[src/rtl/fpu8_op_scheduler.sv]
// Two-requester round-robin front end for a shared 8-bit minifloat FPU core, one op in flight.
// Optional FPU_SCHED_STATS_EN adds saturating response/exception counters (stat_ops, stat_exc).
module fpu8_op_scheduler #(
    parameter int CORE_LAT = 1
) (
    input  logic       clk,
    input  logic       rst_n,
    input  logic       req0_valid,
    output logic       req0_ready,
    input  logic [7:0] req0_a,
    input  logic [7:0] req0_b,
    input  logic [1:0] req0_op,
    input  logic       req0_rnd,
    input  logic       req1_valid,
    output logic       req1_ready,
    input  logic [7:0] req1_a,
    input  logic [7:0] req1_b,
    input  logic [1:0] req1_op,
    input  logic       req1_rnd,
    output logic       rsp_valid,
    input  logic       rsp_ready,
    output logic       rsp_id,
    output logic [7:0] rsp_result,
    output logic       rsp_is_exc,
    output logic [1:0] rsp_exc_code,
    output logic       fpu_start,
    output logic [7:0] fpu_op_a,
    output logic [7:0] fpu_op_b,
    output logic [1:0] fpu_operation,
    output logic       fpu_round_mode,
    input  logic [7:0] fpu_result,
    input  logic       fpu_is_exc,
    input  logic [1:0] fpu_exc_code,
    output logic       busy
`ifdef FPU_SCHED_STATS_EN
    ,
    output logic [15:0] stat_ops,
    output logic [15:0] stat_exc
`endif
);

    typedef enum logic [1:0] {IDLE = 2'd0, EXEC = 2'd1, RESP = 2'd2} state_t;

    localparam logic [3:0] LAT_L = 4'(CORE_LAT);

    state_t     state_q, state_d;
    logic       last_grant_q, last_grant_d;
    logic [3:0] cnt_q, cnt_d;
    logic       start_q, start_d;
    logic [7:0] op_a_q, op_a_d, op_b_q, op_b_d;
    logic [1:0] op_q, op_d;
    logic       rnd_q, rnd_d;
    logic       id_q, id_d;
    logic [7:0] res_q, res_d;
    logic       exc_q, exc_d;
    logic [1:0] code_q, code_d;

    logic gnt_id;
    logic accept;
    logic rsp_hs;

    always_ff @(posedge clk) begin
        if (!rst_n) begin
            state_q      <= IDLE;
            last_grant_q <= 1'b1;
            cnt_q        <= 4'd0;
            start_q      <= 1'b0;
            op_a_q       <= 8'd0;
            op_b_q       <= 8'd0;
            op_q         <= 2'd0;
            rnd_q        <= 1'b0;
            id_q         <= 1'b0;
            res_q        <= 8'd0;
            exc_q        <= 1'b0;
            code_q       <= 2'd0;
        end else begin
            state_q      <= state_d;
            last_grant_q <= last_grant_d;
            cnt_q        <= cnt_d;
            start_q      <= start_d;
            op_a_q       <= op_a_d;
            op_b_q       <= op_b_d;
            op_q         <= op_d;
            rnd_q        <= rnd_d;
            id_q         <= id_d;
            res_q        <= res_d;
            exc_q        <= exc_d;
            code_q       <= code_d;
        end
    end

    always_comb begin
        state_d      = state_q;
        last_grant_d = last_grant_q;
        cnt_d        = cnt_q;
        start_d      = 1'b0;
        op_a_d       = op_a_q;
        op_b_d       = op_b_q;
        op_d         = op_q;
        rnd_d        = rnd_q;
        id_d         = id_q;
        res_d        = res_q;
        exc_d        = exc_q;
        code_d       = code_q;
        case (state_q)
            IDLE: begin
                if (accept) begin
                    op_a_d       = gnt_id ? req1_a   : req0_a;
                    op_b_d       = gnt_id ? req1_b   : req0_b;
                    op_d         = gnt_id ? req1_op  : req0_op;
                    rnd_d        = gnt_id ? req1_rnd : req0_rnd;
                    id_d         = gnt_id;
                    last_grant_d = gnt_id;
                    cnt_d        = LAT_L;
                    start_d      = 1'b1;
                    state_d      = EXEC;
                end
            end
            EXEC: begin
                cnt_d = cnt_q - 4'd1;
                // Core result is valid in the cycle where the counter reaches 1.
                if (cnt_q == 4'd1) begin
                    res_d   = fpu_result;
                    exc_d   = fpu_is_exc;
                    code_d  = fpu_exc_code;
                    state_d = RESP;
                end
            end
            RESP: begin
                if (rsp_ready) state_d = IDLE;
            end
            default: state_d = IDLE;
        endcase
    end

    always_comb begin
        gnt_id     = (req0_valid && req1_valid) ? ~last_grant_q : ~req0_valid;
        req0_ready = rst_n && (state_q == IDLE) && req0_valid && !gnt_id;
        req1_ready = rst_n && (state_q == IDLE) && req1_valid && gnt_id;
        accept     = req0_ready || req1_ready;
        busy       = (state_q != IDLE);
        rsp_valid  = (state_q == RESP);
        rsp_hs     = rsp_valid && rsp_ready;
    end

    assign fpu_start      = start_q;
    assign fpu_op_a       = op_a_q;
    assign fpu_op_b       = op_b_q;
    assign fpu_operation  = op_q;
    assign fpu_round_mode = rnd_q;
    assign rsp_id         = id_q;
    assign rsp_result     = res_q;
    assign rsp_is_exc     = exc_q;
    assign rsp_exc_code   = code_q;

`ifdef FPU_SCHED_STATS_EN
    logic [15:0] stat_ops_q, stat_ops_d, stat_exc_q, stat_exc_d;

    function automatic logic [15:0] sat_inc(input logic [15:0] v);
        return (v == 16'hFFFF) ? v : v + 16'd1;
    endfunction

    always_comb begin
        stat_ops_d = stat_ops_q;
        stat_exc_d = stat_exc_q;
        if (rsp_hs) begin
            stat_ops_d = sat_inc(stat_ops_q);
            if (exc_q) stat_exc_d = sat_inc(stat_exc_q);
        end
    end

    always_ff @(posedge clk) begin
        if (!rst_n) begin
            stat_ops_q <= 16'd0;
            stat_exc_q <= 16'd0;
        end else begin
            stat_ops_q <= stat_ops_d;
            stat_exc_q <= stat_exc_d;
        end
    end

    assign stat_ops = stat_ops_q;
    assign stat_exc = stat_exc_q;
`endif

endmodule

[config.mk]
export PLATFORM = sky130hd
export DESIGN_NAME = fpu8_op_scheduler
export DESIGN_NICKNAME = d
export VERILOG_FILES = /design/src/rtl/fpu8_op_scheduler.sv
export SDC_FILE = /design/constraint.sdc
export NUM_CORES = 1
export LEC_CHECK = 0
export ABC_CLOCK_PERIOD_IN_PS = 1800
export BUFFER_PORTS_ARGS = -buffer_cell sky130_fd_sc_hd__clkbuf_2
export CAP_MARGIN = 25
export CORE_ASPECT_RATIO = 0.5
export CORE_UTILIZATION = 45
export DETAILED_ROUTE_END_ITERATION = 12
export HOLD_SLACK_MARGIN = 0.03
export PLACE_DENSITY_LB_ADDON = 0.08
export SYNTH_ARGS = -nofsm -noshare
export SYNTH_HDL_FRONTEND = slang
export SYNTH_SLANG_ARGS = --single-unit
[constraint.sdc]
create_clock -name clk -period 1.8 [get_ports clk]
set_input_delay 0.27 -clock clk [delete_from_list [all_inputs] [get_ports clk]]
set_output_delay 0.27 -clock clk [all_outputs]
set_load 0.01 [all_outputs]
Word level (Yosys, flattened, before mapping)
Index checks and enable logic that the tools add are counted.
- bits of input ports: 54
- register bits after elaboration: 39
- logic and storage cells: 49
- bits in read-only memories: 0
- bits in latches: 0
- memories kept: 0
- output and inout port bits: 36
- RAM bits: 0
- shifts and indexed selects: 0
- divide/modulo/power cells: 0
- bitwise logic cells: 2
- order comparisons: 0
- reduce and logical (&&, ||, !) cells: 16
- $mul: 0
- add/subtract/negate cells: 1
- equality and inequality tests: 6
- mux-type cells: 12
- operator list (kind ; count):
    8-bit 2-to-1 mux ; 2
    2-bit 2-to-1 mux ; 4
    4-bit one-hot mux with 2 select lines ; 1
    2-bit AND reduction ; 4
    1-bit logical AND ; 6
    2-bit one-hot mux with 3 select lines ; 1
    4-bit by 1-bit == test with 1-bit output (second input constant) ; 1
    4-bit 2-to-1 mux ; 1
    2-bit inequality test (second input constant) ; 2
    2-bit nonzero test ; 2
    4-bit by 1-bit subtractor with 4-bit output (second input constant) ; 1
    1-bit 2-to-1 mux ; 3
    3-bit AND reduction ; 1
    2-bit by 1-bit == test with 1-bit output (second input constant) ; 1
    2-bit == test (second input constant) ; 1
    2-bit zero test ; 1
    2-bit by 1-bit inequality test with 1-bit output (second input constant) ; 1
    1-bit NOT ; 2
    1-bit zero test ; 1
    1-bit logical OR ; 1

Depth between registers and ports, before layout
- word-level depth: 7
- mapped depth: 6
- gate-level depth less buffers: 5

Least setup slack after synthesis
OpenSTA, ideal clock, no wires.
- path kind: reg-to-reg
- start: register cnt_q[1]
- end: register res_q[1], in the netlist rsp_result[1]
- period minus slack after synthesis: 1.466 ns
- required time: 1.666 ns
- data arrival time: 1.332 ns
- slack: 0.334 ns
- library setup time: 0.134 ns
- buffers on the path: 1
- stages on the path, launching flop included: 7
- cells stage by stage: dfxtp_1 -> inv_1 -> ha_1 -> or3b_2 -> clkbuf_2 -> o21ai_0 -> a21oi_1
- longest elaborated chain between the ends: 2
- RTL lines (element ; line ; source):
    start: declaration ; 48 ; logic [3:0] cnt_q, cnt_d;
    start signal: assignment ; 79 ; cnt_q <= cnt_d;
    4-bit by 1-bit == test with 1-bit output ; 122 ; if (cnt_q == 4'd1) begin
    2-bit AND reduction (no line) ; -- ;
    end signal: assignment ; 86 ; res_q <= res_d;
    end: declaration ; 54 ; logic [7:0] res_q, res_d;
No other way between the ends.
A chain may end at the register's enable or synchronous reset.

Worst setup path after layout
- start: register state_q[0]
- end: output req0_ready
- longest elaborated chain between the ends: 4
- RTL lines (element ; line ; source):
    start: declaration ; 46 ; state_t state_q, state_d;
    start signal: assignment ; 77 ; state_q <= state_d;
    2-bit zero test ; 138 ; req0_ready = rst_n && (state_q == IDLE) && req0_valid && !gnt_id;
    1-bit logical AND (3 in a row) ; 138 ;
    end: declaration ; 9 ; output logic req0_ready,
No other way between the ends.

==> results.md <==
- Status: complete, no violations
- Hpwl dp: 3460 um
- Tightest Hold Check Type: primary input to register
- CP Cell Sequence: nor2_1 > inv_1 > nor3_1 > clkbuf_2
- Most common cell after layout, fill and taps aside: clkbuf_2
- Gr usage total: 21.8%
- First-pass GRT wire length: 7510 um
- Slew HR: 64.7%
- Drt via density: 5.47
- Period utilisation layout: 89.8%
- Die ar.: 0.00451 mm^2
- Antenna violations before repair: 0
- Initial core utilization: 47.8%
- Global placer's final weighted congestion: 0.797
- Setup bufs post-CTS: 0
- First DRT Iteration DRCs: 56
- Critical path's slowest cell: dfxtp_1
- Final min period: 1620 ps
- RSZ-0062 raised after global routing: no
- # diodes: 0
- Die W: 94.0 um
- Per-cell routed wire length: 13.7 um
- Post_cts resized: 0
- Pin slew with the least headroom to its limit: 530 ps
- YS warnings: 0
- CTS max path bufs: 2
- CP top delay family: simple AND/OR/NAND/NOR gates
- Number of buffers and inverters on the critical path: 2
- HP Start: fpu_result[5]
- TritonCTS clock tree: done
- Antenna Violating Nets Remaining: 0
- Layout cells sized above 1: 37.9%
- Worst-path clk slew: 80 ps
- Drt drc: 0
- Seq/Total Area, Yosys: 41.0%
- Layout Skew: 2.42 ps
- Vias in the first global route: 1676
- Worst setup startpoint: state_q[0]$_SDFFE_PN0P_
- Syn-to-layout area delta: 27.6%
- Mapped cell area: 0.00191 mm^2
- FF+latch count, synth: 39
- Io pins: 90
- Crit path DAT: 1350 ps
- # setup viols final: 0
- R2R Path Start: cnt_q[1]$_SDFFE_PN0P_
- Routed via count: 1924
- First-pass iteration count of the detailed router: 4
- Root Buffer: clkbuf_8
- Distinct cells, synth: 32
- Commonest cells after routing, fill and taps aside: 89 x clkbuf_2, 39 x dfxtp_1, 34 x a21oi_1
- Core ar.: 0.00398 mm^2
- Final nets: 353
- FF-to-FF End: rsp_result[6]$_SDFFE_PN0P_
- CP required: 1530 ps
- R2R setup slack: 200 ps
- Mapped Avg Cell Area: 8.90 um^2
- Hold depth: 3
- Max Slew Vio Count: 0
- Mapped Cells: 214
- CP Launch Type: register
- Final wirelength: 4830 um
- Row cnt: 16
- CP Max Fanout: 5
- WHS Endpoint: rsp_result[5]$_SDFFE_PN0P_
- VDD IR-drop max: 0.351 mV
- Clock Latency Late Sink: 280 ps
- Number of max-cap violations: 0
- Critical Path End Type: output pin
- Mapped Nets: 270
- GR Overflow Total: 0
- Port bufs: 89
- Setup TNS: 0 ps
- LEAKAGE: 1.07 nW
- H-tree Lvls: 2
- Pwr Total: 2.13 mW
- Max Freq: 0.619 GHz
- Post-CTS Hold Buffers: 0
- Critical path's largest stage delay: 370 ps
- Power per cell area: 874 mW/mm^2
- Clock sink count: 39
- Reg2Reg Depth: 5
- Crit Path Category: register to output pin
- Final hold viol count: 0
- Largest net degree at the start of global routing: 34
- Die Y: 48.0 um
- CTS buffer count: 5
==> how the worst max path moves through the flow <==
stage,cells after the start,slack (ps),endpoint
global route,5,70,rsp_result[6]$_SDFFE_PN0P_
detailed placement,5,220,rsp_result[6]$_SDFFE_PN0P_
global placement,5,320,rsp_result[0]$_SDFFE_PN0P_
CTS,4,160,req0_ready
finish,4,180,req0_ready
floorplan,6,330,rsp_result[1]$_SDFFE_PN0P_
==> layer usage <==
layer | vias up | GRT usage (%) | wire (um)
li1 | 963 | - | -
met1 | 896 | 26.8 | 2230
met2 | 63 | 39.7 | 2280
met3 | 2 | 6.35 | 312
met4 | 0 | 4.31 | 15
met5 | - | 0 | 0
==> kinds of logic (layout without fill, tap and decap cells) <==
family                     after synthesis  count (layout)  share of synthesized area (%)
adders and majority gates                2               2                           1.31
buffers and inverters                   29             113                           9.85
AOI/OAI and AO/OA                       95              95                           31.0
and+or+nand+nor                         49              49                           16.9
DFF                                     39              39                           41.0
==> sequential cells by signal, indices dropped and copies added, names as in the netlist <==
| register | flops |
|---|---|
| fpu_round_mode | 1 |
| fpu_operation | 2 |
| rsp_is_exc | 1 |
| fpu_op_a | 8 |
| rsp_result | 8 |
| state_q | 2 |
| fpu_op_b | 8 |
| last_grant_q | 1 |
| cnt_q | 4 |
| rsp_exc_code | 2 |
| fpu_start | 1 |
| rsp_id | 1 |
==> synth_stat cells <==
master    number  area, um^2
dfxtp_1       39         781
a21oi_1       34         170
o21ai_0       31         155
nand3b_1      19         143
a311oi_1      16         140
nand3_1       11        55.1
buf_2          6        30.0
clkbuf_1       6        22.5
buf_6          5        56.3
inv_1          5        18.8
nor2_1         4        15.0
nor3_1         4        20.0
a311oi_2       3        45.0
clkbuf_2       3        15.0
clkbuf_8       3        41.3
o21ai_1        3        15.0
a21o_1         2        15.0
a22oi_1        2        15.0
ha_1           2        25.0
nand2b_1       2        12.5
nor2b_1        2        12.5
o211a_1        2        20.0
a211oi_1       1        7.51
and2_4         1        8.76
and2b_1        1        7.51
and3_1         1        6.26
clkinv_1       1        3.75
nor3b_1        1        7.51
nor3b_4        1        18.8
o21a_1         1        7.51
or2_0          1        6.26
or3b_2         1        8.76
==> power breakdown <==
group	internal [mW]	leakage, nW	switching, mW
Combinational	0.217	0.699	0.277
Clock	0.349	0.0505	0.303
Sequential	0.935	0.320	0.0454
==> worst reg2reg max path, stage by stage, from the launching register on <==
cell	delay, ps
dfxtp_1	320
inv_1	100
ha_1	160
or3b_2	580
o21ai_0	220
a21oi_1	100
==> metrics by stage <==
| step | area (um^2) | hold WS, ps | std cells | util [%] | setup WS, ps |
|---|---|---|---|---|---|
| 4_1_cts | 2430 | 213 | 352 | 61.1 | 164 |
| 2_1_floorplan | 1910 | 346 | 214 | - | 334 |
| 3_5_place_dp | 2330 | 474 | 344 | 58.4 | 218 |
| 5_1_grt | 2430 | 205 | 352 | 61.1 | 66.2 |
| 3_3_place_gp | 2330 | 460 | 344 | 58.4 | 319 |
| 6_report | 2430 | 216 | 352 | 61.1 | 183 |
==> area by class of cell <==
type,count,area (um^2)
multi-input cells,146,937
clock buffers,7,96.3
clock inverters,1,7.51
fillers,360,1550
inverters,6,22.5
repair buffers,99,520
flip-flops and latches,39,781
well taps,54,67.6
Power figures use the tool's default switching activity.
